[src/rtl/kim_pip_pkg.sv]
// Shared types and constants for the pipeline sequencing controller:
// FSM encoding, default sizing and the per-stage control bundle.
package kim_pip_pkg;

    localparam logic [1:0] ST_INIT     = 2'd0;
    localparam logic [1:0] ST_RUN      = 2'd1;
    localparam logic [1:0] ST_MEM_WAIT = 2'd2;

    typedef enum logic [1:0] {
        INIT     = ST_INIT,
        RUN      = ST_RUN,
        MEM_WAIT = ST_MEM_WAIT
    } state_e;

    localparam int DEF_MAX_WAIT  = 16;
    localparam int DEF_CNT_WIDTH = 32;

    typedef struct packed {
        logic pc_write;
        logic if_id_write;
        logic id_ex_write;
        logic ex_mem_write;
        logic if_id_flush;
        logic id_ex_flush;
        logic ex_mem_flush;
        logic mem_wb_flush;
    } pipe_ctrl_t;

    localparam pipe_ctrl_t CTRL_INIT = '{if_id_flush: 1'b1, id_ex_flush: 1'b1,
                                         ex_mem_flush: 1'b1, mem_wb_flush: 1'b1,
                                         default: 1'b0};
    localparam pipe_ctrl_t CTRL_FREEZE = '{mem_wb_flush: 1'b1, default: 1'b0};
    localparam pipe_ctrl_t CTRL_FLOW   = '{pc_write: 1'b1, if_id_write: 1'b1,
                                           id_ex_write: 1'b1, ex_mem_write: 1'b1,
                                           default: 1'b0};

    // Normal-flow arbitration: branch redirect beats load-use stall beats jump.
    function automatic pipe_ctrl_t run_ctrl(input logic stall, input logic jump,
                                            input logic branch_taken);
        pipe_ctrl_t c;
        c = CTRL_FLOW;
        if (branch_taken) begin
            c.if_id_flush  = 1'b1;
            c.id_ex_flush  = 1'b1;
            c.ex_mem_flush = 1'b1;
        end else if (stall) begin
            c.pc_write    = 1'b0;
            c.if_id_write = 1'b0;
            c.id_ex_flush = 1'b1;
        end else if (jump) begin
            c.if_id_flush = 1'b1;
        end
        return c;
    endfunction

endpackage

[src/rtl/kim_sat_counter.sv]
// Up-counter with increment enable that sticks at all ones instead of wrapping.
module kim_sat_counter #(
    parameter int WIDTH = 32
) (
    input  logic             clk,
    input  logic             rst_n,
    input  logic             inc,
    output logic [WIDTH-1:0] count
);

    logic [WIDTH-1:0] count_q;
    logic [WIDTH-1:0] count_d;

    always_comb begin
        count_d = count_q;
        if (inc && (count_q != '1)) begin
            count_d = count_q + WIDTH'(1);
        end
    end

    // NOTE: sequential state uses non-blocking assignments so every flop samples pre-edge values.
    always_ff @(posedge clk or negedge rst_n) begin
        if (!rst_n) begin
            count_q <= '0;
        end else begin
            count_q <= count_d;
        end
    end

    assign count = count_q;

endmodule

[src/rtl/kim_pipeline_ctrl.sv]
// Pipeline sequencing controller: merges stall, redirects and data-memory
// waits into stage write/flush controls, with wait timeout and stall counter.
module kim_pipeline_ctrl
    import kim_pip_pkg::*;
#(
    parameter int MAX_WAIT  = DEF_MAX_WAIT,
    parameter int CNT_WIDTH = DEF_CNT_WIDTH
) (
    input  logic                 clk,
    input  logic                 reset_n,
    input  logic                 stall,
    input  logic                 jump,
    input  logic                 branch_taken,
    input  logic                 dmem_req,
    input  logic                 dmem_ack,
    output logic                 pc_write,
    output logic                 if_id_write,
    output logic                 id_ex_write,
    output logic                 ex_mem_write,
    output logic                 if_id_flush,
    output logic                 id_ex_flush,
    output logic                 ex_mem_flush,
    output logic                 mem_wb_flush,
    output logic                 dmem_err,
    output logic                 dmem_err_sticky,
    output logic [CNT_WIDTH-1:0] stall_cycles
);

    localparam int WAIT_W = $clog2(MAX_WAIT);
    localparam logic [WAIT_W-1:0] WAIT_LAST = WAIT_W'(MAX_WAIT - 1);

    state_e            state_q, state_d;
    logic [WAIT_W-1:0] wait_cnt_q, wait_cnt_d;
    logic              sticky_q, sticky_d;
    pipe_ctrl_t        ctrl;
    logic              stall_inc;

    // NOTE: every always_comb output gets a default first so no path can infer a latch.
    always_comb begin
        state_d    = state_q;
        wait_cnt_d = wait_cnt_q;
        ctrl       = CTRL_INIT;
        dmem_err   = 1'b0;
        unique case (state_q)
            INIT: begin
                state_d    = RUN;
                wait_cnt_d = '0;
            end
            RUN: begin
                if (dmem_req && !dmem_ack) begin
                    ctrl       = CTRL_FREEZE;
                    state_d    = MEM_WAIT;
                    wait_cnt_d = WAIT_W'(1);
                end else begin
                    ctrl = run_ctrl(stall, jump, branch_taken);
                end
            end
            MEM_WAIT: begin
                if (dmem_ack || (wait_cnt_q == WAIT_LAST)) begin
                    // A timeout releases exactly like an ack, just flagged as an error.
                    ctrl       = run_ctrl(stall, jump, branch_taken);
                    dmem_err   = !dmem_ack;
                    state_d    = RUN;
                    wait_cnt_d = '0;
                end else begin
                    ctrl       = CTRL_FREEZE;
                    wait_cnt_d = wait_cnt_q + WAIT_W'(1);
                end
            end
            default: begin
                state_d    = INIT;
                wait_cnt_d = '0;
            end
        endcase
        sticky_d  = sticky_q | dmem_err;
        stall_inc = (state_q != INIT) && !ctrl.pc_write;
    end

    always_ff @(posedge clk or negedge reset_n) begin
        if (!reset_n) begin
            state_q    <= INIT;
            wait_cnt_q <= '0;
            sticky_q   <= 1'b0;
        end else begin
            state_q    <= state_d;
            wait_cnt_q <= wait_cnt_d;
            sticky_q   <= sticky_d;
        end
    end

    kim_sat_counter #(
        .WIDTH (CNT_WIDTH)
    ) u_stall_cnt (
        .clk   (clk),
        .rst_n (reset_n),
        .inc   (stall_inc),
        .count (stall_cycles)
    );

    assign pc_write        = ctrl.pc_write;
    assign if_id_write     = ctrl.if_id_write;
    assign id_ex_write     = ctrl.id_ex_write;
    assign ex_mem_write    = ctrl.ex_mem_write;
    assign if_id_flush     = ctrl.if_id_flush;
    assign id_ex_flush     = ctrl.id_ex_flush;
    assign ex_mem_flush    = ctrl.ex_mem_flush;
    assign mem_wb_flush    = ctrl.mem_wb_flush;
    assign dmem_err_sticky = sticky_q;

endmodule
[config.mk]
export PLATFORM = sky130hd
export DESIGN_NAME = kim_pipeline_ctrl
export DESIGN_NICKNAME = d
export VERILOG_FILES = /design/src/rtl/kim_pip_pkg.sv /design/src/rtl/kim_sat_counter.sv /design/src/rtl/kim_pipeline_ctrl.sv
export SDC_FILE = /design/constraint.sdc
export NUM_CORES = 1
export LEC_CHECK = 0
export CORE_MARGIN = 3
export CORE_UTILIZATION = 35
export CTS_BUF_LIST = sky130_fd_sc_hd__clkbuf_16
export CTS_CLUSTER_DIAMETER = 60
export DETAILED_ROUTE_END_ITERATION = 8
export DONT_BUFFER_PORTS = 1
export PLACE_DENSITY = 0.54
export SLEW_MARGIN = 0
export SYNTH_ARGS = -nofsm -noshare
export SYNTH_HDL_FRONTEND = slang
export SYNTH_SLANG_ARGS = --single-unit
[constraint.sdc]
create_clock -name clk -period 2.8 [get_ports clk]
set_input_delay 0.7 -clock clk [delete_from_list [all_inputs] [get_ports clk]]
set_output_delay 0.7 -clock clk [all_outputs]
set_load 0.02 [all_outputs]
Word-level counts from Yosys, hierarchy flattened
Cells that the tools add are included.
{"block": "totals", "ff_bits": 39, "output_inout_bits": 42, "in_bits": 7}
{"block": "classes", "reduce_logical": 9, "n_mux": 18, "addsub": 2, "eq_ne": 6, "bitwise": 1}
{"op": "32-bit by 1-bit adder with 32-bit output (second input constant)", "n": 1}
{"op": "32-bit inequality test (second input constant)", "n": 1}
{"op": "8-bit two-way mux", "n": 2}
{"op": "8-bit one-hot mux with 2 select lines", "n": 1}
{"op": "2-bit two-way mux", "n": 5}
{"op": "4-bit two-way mux", "n": 2}
{"op": "4-bit one-hot mux with 2 select lines", "n": 1}
{"op": "1-bit two-way mux", "n": 6}
{"op": "2-bit one-hot mux with 3 select lines", "n": 1}
{"op": "4-bit by 1-bit adder with 4-bit output (second input constant)", "n": 1}
{"op": "4-bit == test (second input constant)", "n": 1}
{"op": "2-bit inequality test (second input constant)", "n": 2}
{"op": "1-bit logical AND", "n": 3}
{"op": "2-bit by 1-bit == test with 1-bit output (second input constant)", "n": 1}
{"op": "2-bit == test (second input constant)", "n": 1}
{"op": "1-bit logical NOT", "n": 2}
{"op": "2-bit logical NOT", "n": 1}
{"op": "2-bit AND reduction", "n": 1}
{"op": "2-bit nonzero test", "n": 1}
{"op": "1-bit logical OR", "n": 1}
{"op": "1-bit bitwise OR", "n": 1}

Longest topological paths before layout
{"block": "depth", "depth_word": 8, "ltp_mapped": 9}

Cells and area by module
From an unflattened synthesis, not the netlist that was laid out.
{"block": "unflattened", "cells_unflattened": 218, "hier_area_um2": 2222.1}
{"module": "kim_sat_counter", "seq_area_each_um2": 800.8, "area_per_inst_um2": 1624.1, "n_inst": 1, "cells_per_inst": 151}
{"module": "kim_pipeline_ctrl", "seq_area_each_um2": 175.2, "area_per_inst_um2": 598.1, "n_inst": 1, "cells_per_inst": 67}

Least setup slack after synthesis
OpenSTA, ideal clock, no wires.
{"block": "synth_path", "kind": "reg-to-output", "startpoint": "register state_q[0]", "endpoint": "output pc_write", "arrival_time_ns": 1.665, "path_stages_with_launch": 7, "path_slack_ns": 0.435, "required_time_ns": 2.100, "path_buffers": 2, "path_cell_list": "dfrtp_1 inv_1 ha_1 buf_4 nand4_2 a311oi_4 buf_4"}
{"block": "synth_via", "elab_chain_len": 2, "elab_cells_between_ends": 3}
{"element": "start: declaration", "line_no": "kim_pipeline_ctrl.sv:32", "source": "state_e state_q, state_d;"}
{"element": "start signal: assignment", "line_no": "kim_pipeline_ctrl.sv:85", "source": "state_q <= state_d;"}
{"element": "2-bit == test / 2-bit by 1-bit == test with 1-bit output (equally long branches)", "line_no": "kim_pipeline_ctrl.sv:44", "source": "unique case (state_q)"}
{"element": "8-bit one-hot mux with 2 select lines (*)", "line_no": "kim_pipeline_ctrl.sv:44"}
{"element": "end: declaration", "line_no": "kim_pipeline_ctrl.sv:16", "source": "output logic pc_write,"}
Every way passes the cells marked *; elsewhere a longest branch is shown, timed or not.

Worst setup path in the final report
Same ends and word-level chain as after synthesis.

==> impl_metrics.env <==
export IMPL_status="completed"
export IMPL_wire_per_inst_um=16.15
export IMPL_synth_edf_count=0
export IMPL_first_global_vias=1548
export IMPL_synth_seq_cells=39
export IMPL_final_common_cell="dfrtp_1"
export IMPL_synth_xor_area_frac=0.1165
export IMPL_synth_nets=222
export IMPL_holdWs_ns=0.1041
export IMPL_synthSimpleGateAreaFrac=0.2692
export IMPL_peakVddDrop_mv=0.4022
export IMPL_antenna_found_initial=0
export IMPL_rows=28
export IMPL_cts_sinks=39
export IMPL_cts_tree="done"
export IMPL_final_cells=297
export IMPL_die_height_um=84.92
export IMPL_diodes=0
export IMPL_p_leak_nw=1.060
export IMPL_fin_crit_ns=2.621
export IMPL_crit_path_end_kind="output port"
export IMPL_clock_latency_ns=0.29
export IMPL_grt_usage=0.1378
export IMPL_drv_slew=0
export IMPL_post_route_period_util=0.9360
export IMPL_synth_flop_cell="dfrtp_1"
export IMPL_synthAdderAreaFrac=0.03444
export IMPL_fin_tns_setup_ns=0
export IMPL_grt_pass1_wl_um=7817
export IMPL_ys_warn_count=0
export IMPL_p_clk_frac=0.328
export IMPL_multi_input_area_mm2=0.001129
export IMPL_critical_path_class="flip-flop to output port"
export IMPL_p_per_area_mw_per_mm2=886.0
export IMPL_ys_types=41
export IMPL_layout_common_cells="dfrtp_1, xnor2_1, nand4_1, nand3_1, and3_1"
export IMPL_syn_area_mm2=0.002180
export IMPL_slew_headroom=0.5965
export IMPL_cts_resized=0
export IMPL_swShare=0.3622
export IMPL_synth_cells=209
export IMPL_ys_seq_area_frac=0.4478
export IMPL_num_io_pins=49
export IMPL_drt_first_pass_iters=4
export IMPL_htreeDepth=2
export IMPL_dp_hpwl_um=3511
export IMPL_tightest_slew_ns=0.6047
export IMPL_setup_viol=0
export IMPL_hold_viol_final=0
export IMPL_skew_ns=0.008699
export IMPL_grt_start_max_net_pins=40
export IMPL_routabilityCongestion=0.7620
export IMPL_cp_arrival_ns=1.92
export IMPL_post_cts_buffers=0
export IMPL_required_ns=2.10
export IMPL_routed_via_density=5.293
export IMPL_initial_core_util=0.3638
export IMPL_via_count=1572
export IMPL_comb_power_share=0.322
export IMPL_drc_errors=0
export IMPL_die_area_mm2=0.007211
export IMPL_internal_power_w=0.001415
export IMPL_cts_inserted_buffers=5
export IMPL_crit_path_start_kind="flip-flop"
export IMPL_port_buffers=0
export IMPL_rsz0062_at_grt="no"
export IMPL_finalPower_w=0.002218
export IMPL_placed_cells=289
export IMPL_area_growth_pct=14.87
export IMPL_hp_class="primary input to async pin"
export IMPL_cts_hold_buf=0
export IMPL_ant_nets=0
export IMPL_synth_compound_area_frac=0.08611
export IMPL_drv_cap=0
export IMPL_muxShareOfSynthArea=0.01033
export IMPL_total_switching_power_w=0.0008036
export IMPL_dp_slack_ns=0.4090
export IMPL_drive_above_1_share=0.1486
export IMPL_dieWidth_um=84.92
export IMPL_grt_overflow=0
export IMPL_root_buffer="clkbuf_16"
export IMPL_fill_cells=556
export IMPL_power_frac_seq=0.350
export IMPL_fmax_ghz=0.3816
export IMPL_cts_clk_slew_worst_paths_ns=0.06
export IMPL_cp_max_fo=9
export IMPL_core_mm2=0.005991
export IMPL_clockBufferDepth=2
export IMPL_async_flop_share=1.000
export IMPL_initialDrtViolationCount=62
export IMPL_layout_nets=234
export IMPL_wl_um=4797
export IMPL_avgSynthCellArea_um2=10.43
export IMPL_synth_top_family_by_area="simple AND/OR/NAND/NOR gates"
export IMPL_setup_slack_ns=0.1792
export IMPL_register_area_um2=975.9
worst max-delay path, stage by stage, from the launching register on:
cell,delay [ns]
dfrtp_1,0.41
inv_1,0.10
ha_2,0.28
nand4_2,0.16
a311oi_4,0.43
buf_4,0.25
per-stage QoR:
stage	instance area [um^2]	utilization
2_1_floorplan	2180	-
3_3_place_gp	2312	0.3860
3_5_place_dp	2312	0.3860
4_1_cts	2501	0.4175
5_1_grt	2504	0.4179
6_report	2504	0.4179
cell usage after synthesis (4+ instances only):
library cell   n  area [um^2]
and3_1        14        87.58
o21ai_0       11        55.05
buf_4          4        30.03
inv_1          7        26.28
nor2_1         6        22.52
nand4_1       19        118.9
ha_1           6        75.07
a21oi_1        5        25.02
nand2_1       12        45.04
dfrtp_1       39        975.9
nand3_1       18        90.09
xnor2_1       29        254.0
final cells by class:
| cell class | count | share of cell area |
|---|---|---|
| flip-flops and latches | 39 | 0.3898 |
| well taps | 75 | 0.03748 |
| repair buffers | 12 | 0.03598 |
| clock buffers | 5 | 0.04998 |
| multi-input cells | 156 | 0.4508 |
| clock inverters | 3 | 0.02549 |
| inverters | 7 | 0.01049 |
state kept, by name, summed over array words and instances, names as in the netlist:
register and cells:
wait_cnt_q 4, state_q 2, dmem_err_sticky 1, u_stall_cnt.count 32
layer usage:
layer	vias up	global-route usage	routed length, um
met5	-	0	0
met4	0	0.04460	40
met3	4	0.06408	274
met2	27	0.2221	2339
met1	754	0.1632	2143
li1	787	-	-
cell families (layout without fill, tap and decap cells):
family | count (synthesis) | in the layout
adder cells (fa/ha/maj) | 6 | 6
flip-flops | 39 | 39
multiplexers | 2 | 2
AO/OA/AOI/OAI | 25 | 25
XOR/XNOR | 29 | 29
AND/OR/NAND/NOR | 94 | 94
buffers and inverters | 14 | 27
worst paths after layout:
check | startpoint | endpoint | slack (ns) | depth (start not counted)
setup / recovery | state_q[0]$_DFFE_PN0P_ | pc_write | 0.18 | 5
hold / removal | reset_n | u_stall_cnt.count[0]$_DFFE_PN0P_ | 0.10 | 0
setup reg to reg | state_q[1]$_DFFE_PN0P_ | u_stall_cnt.count[15]$_DFFE_PN0P_ | 0.50 | 8
hold reg to reg | wait_cnt_q[1]$_DFFE_PN0N_ | wait_cnt_q[1]$_DFFE_PN0N_ | 0.53 | 1
max in group asynchronous | reset_n | u_stall_cnt.count[18]$_DFFE_PN0P_ | 2.61 | 0
min in group clk | dmem_ack | state_q[1]$_DFFE_PN0P_ | 0.52 | 1
power groups by stage:
stage                     registers [W]  clock network [W]  logic [W]
after floorplan                0.000764                  0   0.000552
after global placement         0.000785                  0   0.000709
after detailed placement       0.000788                  0   0.000718
after CTS                      0.000778           0.000747   0.000722
after global routing           0.000789           0.000770   0.000776
final                          0.000776           0.000727   0.000715
(Power assumes the default switching activity.)
